File: config.mk
export PLATFORM = sky130hd
export DESIGN_NAME = mem_bus_ctrl
export DESIGN_NICKNAME = d
export VERILOG_FILES = /design/src/rtl/mem_bus_ctrl.sv
export SDC_FILE = /design/constraint.sdc
export NUM_CORES = 1
export LEC_CHECK = 0
export CORE_UTILIZATION = 45
export CTS_BUF_LIST = sky130_fd_sc_hd__clkbuf_8
export CTS_CLUSTER_DIAMETER = 40
export DETAILED_ROUTE_END_ITERATION = 12
export GPL_TIMING_DRIVEN = 0
export HOLD_SLACK_MARGIN = 0.03
export PLACE_DENSITY = 0.81
export SYNTH_ARGS = -nofsm -noshare
export SYNTH_HDL_FRONTEND = slang
export SYNTH_SLANG_ARGS = --single-unit
File: constraint.sdc
create_clock -name clk -period 6.6 [get_ports clk]
set_clock_uncertainty 0.05 [all_clocks]
set_input_delay 1.32 -clock clk [delete_from_list [all_inputs] [get_ports clk]]
set_output_delay 1.32 -clock clk [all_outputs]
set_load 0.05 [all_outputs]
File: src/rtl/mem_bus_ctrl.sv
`default_nettype none
// +------------------------------------------------------------------------+
// | mem_bus_ctrl: CPU-to-memory bus controller for flash (RO) and SRAM (RW)  |
// | Revision: 1.0                                                          |
// +------------------------------------------------------------------------+
module mem_bus_ctrl #(
  parameter int FLASH_WAIT = 3,
  parameter int SRAM_WAIT  = 1
) (
  input  logic        clk,
  input  logic        n_reset,
  input  logic [31:0] cpu_addr,
  input  logic [31:0] cpu_wdata,
  input  logic        cpu_rd,
  input  logic        cpu_wr,
  input  logic        cpu_byte,
  output logic [31:0] cpu_rdata,
  output logic        cpu_ready,
  output logic        cpu_fault,
  output logic        mem_cs_flash,
  output logic        mem_cs_sram,
  output logic [31:0] mem_addr,
  output logic        mem_we,
  output logic [3:0]  mem_be,
  output logic [31:0] mem_wdata,
  input  logic [31:0] mem_rdata
);

  localparam int CW = 16;

  typedef enum logic [1:0] {
    S_IDLE   = 2'd0,
    S_ACCESS = 2'd1,
    S_RESP   = 2'd2
  } state_t;

  state_t        state_q, state_d;
  logic [CW-1:0] cnt_q, cnt_d;
  logic [31:0]   addr_q, addr_d;
  logic [31:0]   wdata_q, wdata_d;
  logic [31:0]   rdata_q, rdata_d;
  logic [3:0]    be_q, be_d;
  logic          we_q, we_d;
  logic          flash_q, flash_d;
  logic          byte_q, byte_d;
  logic          fault_q, fault_d;

  logic          hit_flash, hit_sram, req_fault;
  logic [7:0]    rd_lane;
  logic          in_access;

  assign hit_flash = (cpu_addr[31:17] == 15'h0001);
  assign hit_sram  = (cpu_addr[31:16] == 16'h2000);
  assign req_fault = (!hit_flash && !hit_sram) || (hit_flash && cpu_wr) ||
                     (!cpu_byte && (cpu_addr[1:0] != 2'b00)) || (cpu_rd && cpu_wr);
  assign rd_lane   = mem_rdata[{addr_q[1:0], 3'b000} +: 8];

  always_comb begin
    state_d = state_q;
    cnt_d   = cnt_q;
    addr_d  = addr_q;
    wdata_d = wdata_q;
    rdata_d = rdata_q;
    be_d    = be_q;
    we_d    = we_q;
    flash_d = flash_q;
    byte_d  = byte_q;
    fault_d = fault_q;
    case (state_q)
      S_IDLE: begin
        if (cpu_rd || cpu_wr) begin
          addr_d  = cpu_addr;
          byte_d  = cpu_byte;
          we_d    = cpu_wr;
          flash_d = hit_flash;
          fault_d = req_fault;
          wdata_d = cpu_byte ? {4{cpu_wdata[7:0]}} : cpu_wdata;
          be_d    = cpu_byte ? (4'b0001 << cpu_addr[1:0]) : 4'b1111;
          if (req_fault) begin
            state_d = S_RESP;
            rdata_d = '0;
            cnt_d   = '0;
          end else begin
            state_d = S_ACCESS;
            cnt_d   = hit_flash ? CW'(FLASH_WAIT) : CW'(SRAM_WAIT);
          end
        end
      end
      S_ACCESS: begin
        if (cnt_q == '0) begin
          state_d = S_RESP;
          // Writes leave the last load value visible to the CPU.
          if (!we_q) rdata_d = byte_q ? {24'h0, rd_lane} : mem_rdata;
        end else begin
          cnt_d = cnt_q - CW'(1);
        end
      end
      S_RESP:  state_d = S_IDLE;
      default: state_d = S_IDLE;
    endcase
  end

  always_ff @(posedge clk or negedge n_reset) begin
    if (!n_reset) begin
      state_q <= S_IDLE;
      cnt_q   <= '0;
      addr_q  <= '0;
      wdata_q <= '0;
      rdata_q <= '0;
      be_q    <= '0;
      we_q    <= 1'b0;
      flash_q <= 1'b0;
      byte_q  <= 1'b0;
      fault_q <= 1'b0;
    end else begin
      state_q <= state_d;
      cnt_q   <= cnt_d;
      addr_q  <= addr_d;
      wdata_q <= wdata_d;
      rdata_q <= rdata_d;
      be_q    <= be_d;
      we_q    <= we_d;
      flash_q <= flash_d;
      byte_q  <= byte_d;
      fault_q <= fault_d;
    end
  end

  // Strobes decode from the state register so reset removes them at once.
  assign in_access    = (state_q == S_ACCESS);
  assign cpu_ready    = (state_q == S_RESP);
  assign cpu_fault    = cpu_ready && fault_q;
  assign cpu_rdata    = rdata_q;
  assign mem_cs_flash = in_access && flash_q;
  assign mem_cs_sram  = in_access && !flash_q;
  assign mem_we       = in_access && we_q;
  assign mem_be       = in_access ? be_q : 4'b0000;
  assign mem_addr     = {addr_q[31:2], 2'b00};
  assign mem_wdata    = wdata_q;

endmodule
`default_nettype wire

After elaboration in Yosys (flattened, before gate mapping)
Index checks and enable logic that the tools add are counted.
{"block": "totals", "regBits": 122, "output_inout_bits": 105, "word_cells": 64}
{"block": "op_classes", "add_sub_neg": 1, "n_reduce_logical": 24, "n_eq_ne": 9, "mux": 18, "shifts": 2}
{"cell": "$mux W32", "n": 6}
{"cell": "$pmux W32 S2", "n": 1}
{"cell": "$mux W16", "n": 2}
{"cell": "$pmux W16 S2", "n": 1}
{"cell": "$shiftx A32 B6 Y8", "n": 1}
{"cell": "$eq A16 B14 Y1 const B", "n": 1}
{"cell": "$logic_not A16 Y1", "n": 1}
{"cell": "$sub A16 B1 Y16 const B", "n": 1}
{"cell": "$eq A15 B1 Y1 const B", "n": 1}
{"cell": "$mux W2", "n": 5}
{"cell": "$logic_and A1 B1 Y1", "n": 8}
{"cell": "$mux W4", "n": 2}
{"cell": "$ne A2 B2 Y1 const B", "n": 4}
{"cell": "$reduce_and A5 Y1", "n": 1}
{"cell": "$logic_not A1 Y1", "n": 4}
{"cell": "$logic_or A1 B1 Y1", "n": 4}
{"cell": "$pmux W2 S2", "n": 1}
{"cell": "$reduce_and A2 Y1", "n": 2}
{"cell": "$reduce_bool A2 Y1", "n": 2}
{"cell": "$shl A1 B2 Y4 const A", "n": 1}
{"cell": "$reduce_and A3 Y1", "n": 1}
{"cell": "$eq A2 B1 Y1 const B", "n": 1}
{"cell": "$eq A2 B2 Y1 const B", "n": 1}
{"cell": "$logic_not A2 Y1", "n": 1}
{"cell": "$ne A2 B1 Y1 const B", "n": 1}

Depth between registers and ports, before layout
{"block": "depth", "ltp_word": 9, "ltp_mapped": 8}

Worst setup path before layout
OpenSTA, ideal clock, no wires.
{"block": "synth_path", "kind": "reg2out", "startpoint": "register state_q[1]", "endpoint": "output port cpu_fault", "t_arrival_ns": 1.625, "required_time_ns": 5.230, "stages_incl_launch_ff": 4, "path_slack_ns": 3.605, "path_cell_list": "dfrtp_1 -> inv_1 -> nor2_1 -> and2_1"}
{"block": "synth_via", "elab_chain_len": 2}
{"item": "start: declaration", "line": "37", "text": "state_t state_q, state_d;"}
{"item": "start signal: assignment", "line": "116", "text": "state_q <= state_d;"}
{"item": "$eq A2 B2 Y1", "line": "131", "text": "assign cpu_ready = (state_q == S_RESP);"}
{"item": "via cpu_ready", "line": "18", "text": "output logic cpu_ready,"}
{"item": "$logic_and A1 B1 Y1", "line": "132", "text": "assign cpu_fault = cpu_ready && fault_q;"}
{"item": "end: declaration", "line": "19", "text": "output logic cpu_fault,"}
The timed path passes the listed nets, and every way through them passes these cells.

Final worst setup path
{"block": "layout_path", "startpoint": "register state_q[0]", "endpoint": "output port mem_cs_flash"}
{"block": "layout_via", "elab_chain_len": 2}
{"item": "$eq A2 B1 Y1", "line": "130", "text": "assign in_access = (state_q == S_ACCESS);"}
{"item": "$logic_and A1 B1 Y1", "line": "134", "text": "assign mem_cs_flash = in_access && flash_q;"}
{"item": "end: declaration", "line": "20", "text": "output logic mem_cs_flash,"}
No other way between the ends.

==> reports/results.txt <==
Core Area - 12,200 µm²
Root Buffer - clkbuf_8
top_reg_cell synth - dfrtp_1
CTS buffer count - 17
status - completed
Area Growth Syn to Fin - 47.1%
area share of the largest cell type after synthesis - 53.9%
first-pass GRT wire length - 26,200 µm
largest net degree at the start of global routing - 101
initial DRC count - 263
area of the multi-input gates - 2240 µm²
ratio of cells with drive above 1 in the final layout - 10.3%
share of the yosys chip area belonging to registers - 53.9%
synthesized flop and latch total - 122
Mapped Cells - 582
Fin. Hold Viols - 0
Placed Instances - 955
vias in the first global route - 5,300
final worst slack - 2.46 ns
vias - 5,056
top cells by count, synth - 170 x nand2_1, 122 x dfrtp_1, 43 x o21ai_0
clock-pin transition on the worst setup and hold timing paths - 0.07 ns
CTS tree - done
DIE WIDTH - 114 µm
Post-CTS Setup Bufs - 0
CP arrival - 2.77 ns
worst skew pair latency - 0.42 ns
Max Cap Violations - 0
pre-CTS setup slack - 2.73 ns
Setup TNS - 0 ns
First-pass DRT Iterations - 4
Net count, final - 909
Static Leakage - 3.85 nW
synth warn - 0
synth unique cells - 49
Hold Crit Class - flop to flop
ANT cells - 0
Total GRT Usage - 26.2%
PostCTS Resize Cnt - 0
clk buf depth - 2
Seq. cell area - 3050 µm²
crit end category - primary output
Peak VDD IR - 0.000233 V
Final Non-Filler Cells - 986
num ports - 206
final global-route overflow total - 0
fin util - 68.5%
critical path data required time - 5.23 ns
Post-Place Cell Area - 7940 µm²
Initial Util - 46.6%
number of flops mapped to enable cells by yosys - 0
PortBufs - 203
dpl hpwl - 12,500 µm
worst slew pin tran - 0.674 ns
FMAX - 241 MHz
min cycle time layout - 4.14 ns
DRT Wirelength - 16,500 µm
final slew viol count - 0
# setup viols final - 0
count leader, synth - nand2_1
Slew headroom - 55.0%
CP Max Fanout - 10
WL per Instance - 16.7 µm
PD cells - 270 nW/µm²
Post-Syn Area - 5670 µm²
hold_buf cts - 0
Crit Path Category - flop to primary output
vias per cell - 5.13
initial antenna violation count - 0
Area contributors post-synth - dfrtp_1 54%, nand2_1 11%, mux2i_1 6.0%
area leader, netlist - dfrtp_1
FFs w/ async S/R, synth - 100%
Design Power - 2.25 mW
site row count - 40
Final Cell Area - 8330 µm²
fin crit share - 62.8%
Final GP Congestion - 0.854
# clock sinks - 122
H-tree levels - 4
Post-Syn Area per Cell - 9.73 µm²
die height - 114 µm
# DRC - 0
fill count - 923
die area - 13,000 µm²
RSZ-0062 raised after global routing - no
Final ANT Viol Nets - 0
worst hold margin - 0.425 ns
Setup crit start kind - flop
kinds of logic (layout without fill, tap and decap cells):
| group | after synthesis | count (layout) | synth area share [%] |
|---|---|---|---|
| AO/OA/AOI/OAI | 101 | 101 | 11.5 |
| XOR/XNOR | 9 | 9 | 1.39 |
| adder cells (fa/ha/maj) | 2 | 2 | 0.442 |
| buffers and inverters | 67 | 302 | 6.63 |
| flip-flops | 122 | 122 | 53.9 |
| multiplexers | 42 | 42 | 7.60 |
| other | 1 | 2 | 0.0662 |
| AND/OR/NAND/NOR | 238 | 238 | 18.5 |
final cells by class:
cell class	count	share of cell area (%)
flip-flops and latches	122	36.6
multi-input cells	394	26.9
repair buffers	204	24.7
plain buffers	64	4.37
clock buffers	24	3.96
well taps	168	2.52
clock inverters	7	0.766
inverters	3	0.135
power by group:
| part | switching (mW) | internal [mW] | total (mW) | leakage, nW |
|---|---|---|---|---|
| Sequential | 0.0465 | 0.827 | 0.873 | 1.57 |
| Combinational | 0.461 | 0.272 | 0.733 | 2.07 |
| Clock | 0.284 | 0.363 | 0.647 | 0.204 |
| Total | 0.792 | 1.46 | 2.25 | 3.85 |
worst max-delay path: stages, from the launching register on:
cell             delay [ns]
dfrtp_1                0.41
nor2b_1                0.48
clkbuf_1               0.40
and2_1                 0.20
clkdlybuf4s50_1        0.86
placed cells by master (no fill, tap or decap), drive strengths merged, types with 3 or more instances in the layout:
master,count
a21oi,13
a22o,25
a31oi,3
and2,7
buf,45
clkbuf,45
clkdlybuf4s50,202
clkinv,3
dfrtp,122
inv,4
mux2,8
mux2i,34
nand2,170
nand2b,9
nand3,4
nor2,22
nor3,5
nor4,4
o21a,4
o21ai,44
or4,5
xnor2,8
layer usage:
metal,part of all wire (%),track usage (%)
met5,0,0
met1,40,30.0
met3,9.1,8.84
met4,2.6,11.4
met2,48,44.7
final timing paths:
path | startpoint | endpoint | slack (ns) | depth (start not counted)
max | state_q[0] | mem_cs_flash | 2.46 | 4
min | addr_q[10] | addr_q[10] | 0.43 | 2
max reg2reg | cnt_q[0] | cpu_rdata[24] | 3.83 | 8
min reg2reg | addr_q[10] | addr_q[10] | 0.43 | 2
max in group asynchronous | n_reset | addr_q[25] | 5.06 | 2
min in group asynchronous | n_reset | cpu_rdata[14] | 0.69 | 1
state kept, by name, indices dropped and copies added, names as in the netlist:
signal     cells
addr_q        32
cpu_rdata     32
mem_wdata     32
cnt_q         16
be_q           4
state_q        2
byte_q         1
fault_q        1
flash_q        1
we_q           1
(Power assumes the default switching activity.)
